## src/rtl/calc_pkg.sv

```systemverilog
// -----------------------------------------------------------------------------
// calc_pkg
//   Shared definitions for the accumulator calculator core:
//     - 4-bit ALU op codes produced by the upstream 3-button op encoder
//     - FSM state encoding for calc_accum
//     - helper that classifies an op code as legal or not
// -----------------------------------------------------------------------------
package calc_pkg;

  // ALU op codes. Any other 4-bit value is illegal and leaves acc untouched.
  localparam logic [3:0] OP_AND  = 4'b0000;
  localparam logic [3:0] OP_OR   = 4'b0001;
  localparam logic [3:0] OP_ADD  = 4'b0010;
  localparam logic [3:0] OP_SUB  = 4'b0110;
  localparam logic [3:0] OP_XOR  = 4'b0111;
  localparam logic [3:0] OP_NOR  = 4'b1001;
  localparam logic [3:0] OP_NAND = 4'b1010;
  localparam logic [3:0] OP_XNOR = 4'b1101;

  // Sequencer states.
  typedef enum logic [1:0] {
    S_IDLE     = 2'd0,
    S_EXEC     = 2'd1,
    S_WAIT_REL = 2'd2
  } state_t;

  function automatic logic is_legal_op(input logic [3:0] op);
    logic legal;
    case (op)
      OP_AND, OP_OR, OP_ADD, OP_SUB,
      OP_XOR, OP_NOR, OP_NAND, OP_XNOR: legal = 1'b1;
      default:                          legal = 1'b0;
    endcase
    return legal;
  endfunction

endpackage

```

## src/rtl/btn_debounce.sv

```systemverilog
// -----------------------------------------------------------------------------
// btn_debounce
//   Conditions one raw, asynchronous, active-high push button.
//     - 2-flop synchroniser
//     - counter that must see DEB_CYCLES consecutive disagreements between
//       the synchronised level and the debounced level before flipping it
//     - single-cycle rising-edge pulse of the debounced level
//
// Ports:
//   clk    in   system clock
//   rst_n  in   asynchronous active-low reset
//   raw    in   raw button input (asynchronous)
//   level  out  debounced button level
//   rise   out  one-cycle pulse on each debounced 0->1 transition
// -----------------------------------------------------------------------------
module btn_debounce #(
  parameter int DEB_CYCLES = 500000
) (
  input  logic clk,
  input  logic rst_n,
  input  logic raw,
  output logic level,
  output logic rise
);

  localparam int CW = (DEB_CYCLES > 1) ? $clog2(DEB_CYCLES) : 1;
  localparam logic [CW-1:0] CNT_LAST = CW'(DEB_CYCLES - 1);

  logic          sync_a;
  logic          sync_b;
  logic          level_q;
  logic [CW-1:0] cnt;

  // NOTE: sequential state uses non-blocking assignments so every flop in
  // this block samples the pre-edge value of its neighbours; blocking
  // assignments here would collapse the synchroniser into a single flop.
  always_ff @(posedge clk or negedge rst_n) begin
    if (!rst_n) begin
      sync_a  <= 1'b0;
      sync_b  <= 1'b0;
      level   <= 1'b0;
      level_q <= 1'b0;
      cnt     <= '0;
    end else begin
      sync_a  <= raw;
      sync_b  <= sync_a;
      level_q <= level;
      if (sync_b != level) begin
        // The edge on which the count would reach DEB_CYCLES flips the level.
        if (cnt == CNT_LAST) begin
          level <= ~level;
          cnt   <= '0;
        end else begin
          cnt <= cnt + CW'(1);
        end
      end else begin
        // Any agreement restarts the qualification window, so short glitches
        // never accumulate across bounces.
        cnt <= '0;
      end
    end
  end

  assign rise = level & ~level_q;

endmodule

```

## src/rtl/calc_accum.sv

```systemverilog
// -----------------------------------------------------------------------------
// calc_accum
//   Sequential calculator core. A debounced execute button applies
//   acc <= acc OP operand once per press; a debounced clear button zeroes the
//   accumulator and flags in any state.
//
// Ports:
//   clk       in   system clock
//   rst_n     in   asynchronous active-low reset
//   alu_op    in   4-bit op code from the encoder (quasi-static)
//   operand   in   WIDTH-bit switch value (quasi-static)
//   btn_exec  in   raw execute button, asynchronous, active-high
//   btn_clr   in   raw clear button, asynchronous, active-high
//   led       out  accumulator value
//   zero      out  accumulator == 0
//   ovf       out  signed overflow of the last ADD/SUB
//   bad_op    out  last executed op code was illegal
//   busy      out  sequencer not in IDLE
// -----------------------------------------------------------------------------
module calc_accum
  import calc_pkg::*;
#(
  parameter int DEB_CYCLES = 500000,
  parameter int WIDTH      = 16
) (
  input  logic             clk,
  input  logic             rst_n,
  input  logic [3:0]       alu_op,
  input  logic [WIDTH-1:0] operand,
  input  logic             btn_exec,
  input  logic             btn_clr,
  output logic [WIDTH-1:0] led,
  output logic             zero,
  output logic             ovf,
  output logic             bad_op,
  output logic             busy
);

  localparam int MSB = WIDTH - 1;

  // ---------------------------------------------------------------------------
  // Button conditioning
  // ---------------------------------------------------------------------------
  logic exec_level;
  logic exec_rise;
  logic clr_level;
  logic clr_rise;

  btn_debounce #(.DEB_CYCLES(DEB_CYCLES)) u_deb_exec (
    .clk   (clk),
    .rst_n (rst_n),
    .raw   (btn_exec),
    .level (exec_level),
    .rise  (exec_rise)
  );

  btn_debounce #(.DEB_CYCLES(DEB_CYCLES)) u_deb_clr (
    .clk   (clk),
    .rst_n (rst_n),
    .raw   (btn_clr),
    .level (clr_level),
    .rise  (clr_rise)
  );

  // The clear path only needs the pulse; the level is kept for visibility.
  logic clr_level_unused;
  assign clr_level_unused = clr_level;

  // ---------------------------------------------------------------------------
  // Sequencer: state register / next-state logic / output logic
  // ---------------------------------------------------------------------------
  state_t state;
  state_t state_nxt;
  logic   exec_en;

  always_ff @(posedge clk or negedge rst_n) begin
    if (!rst_n) state <= S_IDLE;
    else        state <= state_nxt;
  end

  // NOTE: every signal written in an always_comb block is given a default
  // first, so no path through the case can leave it unassigned and infer a
  // latch.
  always_comb begin
    state_nxt = state;
    case (state)
      S_IDLE:     if (exec_rise)   state_nxt = S_EXEC;
      S_EXEC:                      state_nxt = S_WAIT_REL;
      // Holding the button keeps us here, so one press executes once.
      S_WAIT_REL: if (!exec_level) state_nxt = S_IDLE;
      default:                     state_nxt = S_IDLE;
    endcase
  end

  always_comb begin
    exec_en = 1'b0;
    busy    = 1'b1;
    case (state)
      S_IDLE:  busy    = 1'b0;
      S_EXEC:  exec_en = 1'b1;
      default: ;
    endcase
  end

  // ---------------------------------------------------------------------------
  // ALU: combinational, only consumed while in EXEC
  // ---------------------------------------------------------------------------
  logic [WIDTH-1:0] acc;
  logic [WIDTH-1:0] sum;
  logic [WIDTH-1:0] diff;
  logic [WIDTH-1:0] alu_res;
  logic             alu_ovf;
  logic             alu_bad;

  assign sum  = acc + operand;
  assign diff = acc - operand;

  always_comb begin
    alu_res = acc;
    alu_ovf = 1'b0;
    alu_bad = 1'b0;
    case (alu_op)
      OP_AND:  alu_res = acc & operand;
      OP_OR:   alu_res = acc | operand;
      OP_XOR:  alu_res = acc ^ operand;
      OP_NOR:  alu_res = ~(acc | operand);
      OP_NAND: alu_res = ~(acc & operand);
      OP_XNOR: alu_res = ~(acc ^ operand);
      OP_ADD: begin
        alu_res = sum;
        // Like-signed operands producing a result of the other sign.
        alu_ovf = (acc[MSB] == operand[MSB]) && (sum[MSB] != acc[MSB]);
      end
      OP_SUB: begin
        alu_res = diff;
        // Unlike-signed operands producing a result whose sign left acc's.
        alu_ovf = (acc[MSB] != operand[MSB]) && (diff[MSB] != acc[MSB]);
      end
      default: alu_bad = 1'b1;
    endcase
  end

  // ---------------------------------------------------------------------------
  // Accumulator and flags
  // ---------------------------------------------------------------------------
  // NOTE: the asynchronous reset clears every register here, including acc,
  // so a reset mid-operation leaves no partially updated result behind.
  always_ff @(posedge clk or negedge rst_n) begin
    if (!rst_n) begin
      acc    <= '0;
      ovf    <= 1'b0;
      bad_op <= 1'b0;
    end else if (clr_rise) begin
      // Clear outranks a coincident execute; the sequencer still advances.
      acc    <= '0;
      ovf    <= 1'b0;
      bad_op <= 1'b0;
    end else if (exec_en) begin
      acc    <= alu_res;
      ovf    <= alu_ovf;
      bad_op <= alu_bad;
    end
  end

  // Sanity: the legality helper and the ALU decode must agree.
  logic legal_unused;
  assign legal_unused = is_legal_op(alu_op) ^ alu_bad;

  assign led  = acc;
  assign zero = (acc == '0);

endmodule

```

## config.mk

```make
export PLATFORM = sky130hd
export DESIGN_NAME = calc_accum
export DESIGN_NICKNAME = d
export VERILOG_FILES = /design/src/rtl/calc_pkg.sv /design/src/rtl/btn_debounce.sv /design/src/rtl/calc_accum.sv
export SDC_FILE = /design/constraint.sdc
export NUM_CORES = 1
export LEC_CHECK = 0
export CAP_MARGIN = 20
export CORE_MARGIN = 2
export CORE_UTILIZATION = 50
export CTS_CLUSTER_DIAMETER = 200
export DETAILED_ROUTE_END_ITERATION = 6
export PLACE_DENSITY = 0.76
export SYNTH_ARGS = -nofsm -noshare
export SYNTH_HDL_FRONTEND = slang
export SYNTH_SLANG_ARGS = --single-unit
```

## constraint.sdc

```tcl
create_clock -name clk -period 3.75 [get_ports clk]
set_clock_uncertainty 0.1 [all_clocks]
set_input_delay 0.5625 -clock clk [delete_from_list [all_inputs] [get_ports clk]]
set_output_delay 0.5625 -clock clk [all_outputs]
set_load 0.02 [all_outputs]
```

==> flow_summary.toml <==
[status]
status = "finished clean"

[layout]
fillers = 1076
final_nets = 887
area_growth_pct = 16.68
layout_common_cells = "nor2_1 (90), dfrtp_1 (66), a21oi_1 (64)"
drive_above_1_share = 0.08663
antennaDiodeCount = 0
final_common_cell = "nor2_1"
final_area_um2 = 7009

[clock_tree]
post_cts_buffers = 0
htreeDepth = 3
path_clk_slew_ns = 0.07
cts_buffer_depth = 2
cts-root-buf = "clkbuf_16"
cts_made_buffers = 9
cts_sinks = 66
ctsHoldBuffers = 0
cts_tree = "yes"
clock_latency_ns = 0.35
cts-resized-gates = 0

[pwr]
max-vdd-ir-drop_mv = 0.3049
p_leak_nw = 2.967
power_density_nw_per_um2 = 305.9

[timing]
finalMaxSlewViolations = 0
worst_slew_pin_slew_ns = 0.9123
layout_setup_ws_ns = 0.5055
fmax_ghz = 0.3082
hold_viol_final = 0
final.setup.tns_ns = 0
relSlewSlack = 0.3918
setup_viol = 0
rsz0062_at_grt = "no"
fin_crit_sh = 0.8652
period_needed_ns = 3.245

[yosys]
netlist_instances = 761
syn_area_um2 = 6007
synth_flop_cell = "dfrtp_1"
synthArstFlopShare = 1.000
netlist.area_leader.share = 0.2749
synth_nets = 844
yosys.area.top_type = "dfrtp_1"
synth_edf_count = 0
syn_avg_cell_area_um2 = 7.894
ys_ff_latch = 66
synth_seq_area_share = 0.2749
yosysUniqueCellTypes = 76
yosys_warnings = 0
synth_area_leaders = "dfrtp_1 (27%), ha_1 (12%), nor2_1 (5.6%), a21oi_1 (5.3%), xnor2_1 (4.1%)"

[global_routing]
grt_max_degree = 40
first_global_vias = 5792
track_usage = 0.2963
antenna_found_initial = 0
grt_first_pass_wirelength_um = 29810
grt_remaining_overflow = 0

[placed_design]
dp_slack_ns = 0.1853
io_buffers = 43
placed_cell_area_um2 = 6658
dp.final_hpwl_um = 13370
place_congestion = 1.023

[worst_setup_path]
cp-end-kind = "flop"
path_class = "input pin to flop"
cp.arrival_ns = 3.38
crit_required_ns = 3.89
critPathMaxFanout = 4
cp-start-kind = "input pin"

[route]
drt-initial-drc-count = 591
avgRoutedWirePerCell_um = 19.39
drtPass1Iterations = 7
drt-vias-per-instance = 6.135
remaining_drc_errors = 0
ant_nets = 0
drt-total-wl_um = 18510
vias = 5859

[die]
chipHeight_um = 113.6
ioPinCount = 44
die_area_um2 = 12910
core_um2 = 11860
start_util = 0.5064
die_w_um = 113.6
rows = 40

[job]
cap_violations = 0

[hold_path]
min-delay-path-class = "input pin to async pin"
## final timing paths
path                              startpoint                 end  slack [ns]  depth (start not counted)
max                               operand[1]             led[13]        0.51                         11
min                                    rst_n              led[5]        0.24                          1
max reg2reg                           led[1]             led[13]        0.72                         10
min reg2reg                u_deb_exec.sync_a   u_deb_exec.sync_b        0.24                          0
max in group asynchronous              rst_n  u_deb_exec.cnt[12]        2.52                          2
min in group clk           u_deb_exec.sync_a   u_deb_exec.sync_b        0.24                          0
## registers in the layout, indices dropped and copies added (netlist names), 2 cells and up
register        cells
u_deb_clr.cnt      19
u_deb_exec.cnt     19
led                16
state               2
## power by group
part / internal (mW) / switching, mW / total, mW
combinational: 0.149 / 0.233 / 0.383
clock: 0.684 / 0.341 / 1.02
sequential: 0.723 / 0.0144 / 0.737
## per-layer routing
layer	routed length (um)	GRT usage
met5	0	0
met1	7770	0.3794
met2	8854	0.5006
met4	643	0.1195
met3	1245	0.04888
## per-stage QoR
step | instances | hold slack, ns | util | power [mW]
2_1_floorplan | 761 | 0.1669 | - | 0.9841
3_3_place_gp | 940 | 0.2330 | 0.5613 | 1.112
3_5_place_dp | 940 | 0.2347 | 0.5613 | 1.122
4_1_cts | 955 | 0.2465 | 0.5909 | 2.147
5_1_grt | 955 | 0.2699 | 0.5909 | 2.218
6_report | 955 | 0.2421 | 0.5909 | 2.144
## synth_stat cells (all sizes together) (10+ instances only)
library cell  count
clkbuf           25
nand2            59
o22ai            10
a21oi            67
ha               57
xor2             23
nor4             10
buf              16
nor2             92
nand2b           19
o21ai            62
nand3            22
xnor2            28
a21boi           11
inv              54
dfrtp            66
## logic make-up after synthesis
logic type / share of synthesized area
AO/OA/AOI/OAI: 0.2477
XOR/XNOR: 0.07436
adder cells (fa/ha/maj): 0.1254
buffers and inverters: 0.06436
flip-flops: 0.2749
multiplexers: 0.01208
AND/OR/NAND/NOR: 0.2012
## critical path, cell delays in order
cell             delay, ns
clkdlybuf4s50_1       0.51
inv_1                 0.13
ha_1                  0.39
a21o_2                0.17
nand4_1               0.16
a2111oi_1             0.64
o32ai_1               0.21
mux2i_1               0.15
o21ai_1               0.13
a21oi_1               0.06
a2111oi_2             0.26
## final cells by class
type	instances	area, um2	area share
multi-input combinational	600	3969	0.5662
sequential	66	1652	0.2356
timing repair buffer	73	650.6	0.09282
clock buffer	11	252.7	0.03606
inverter	54	202.7	0.02892
tap	147	183.9	0.02624
clock inverter	4	98.84	0.01410
(Power assumes the default switching activity.)
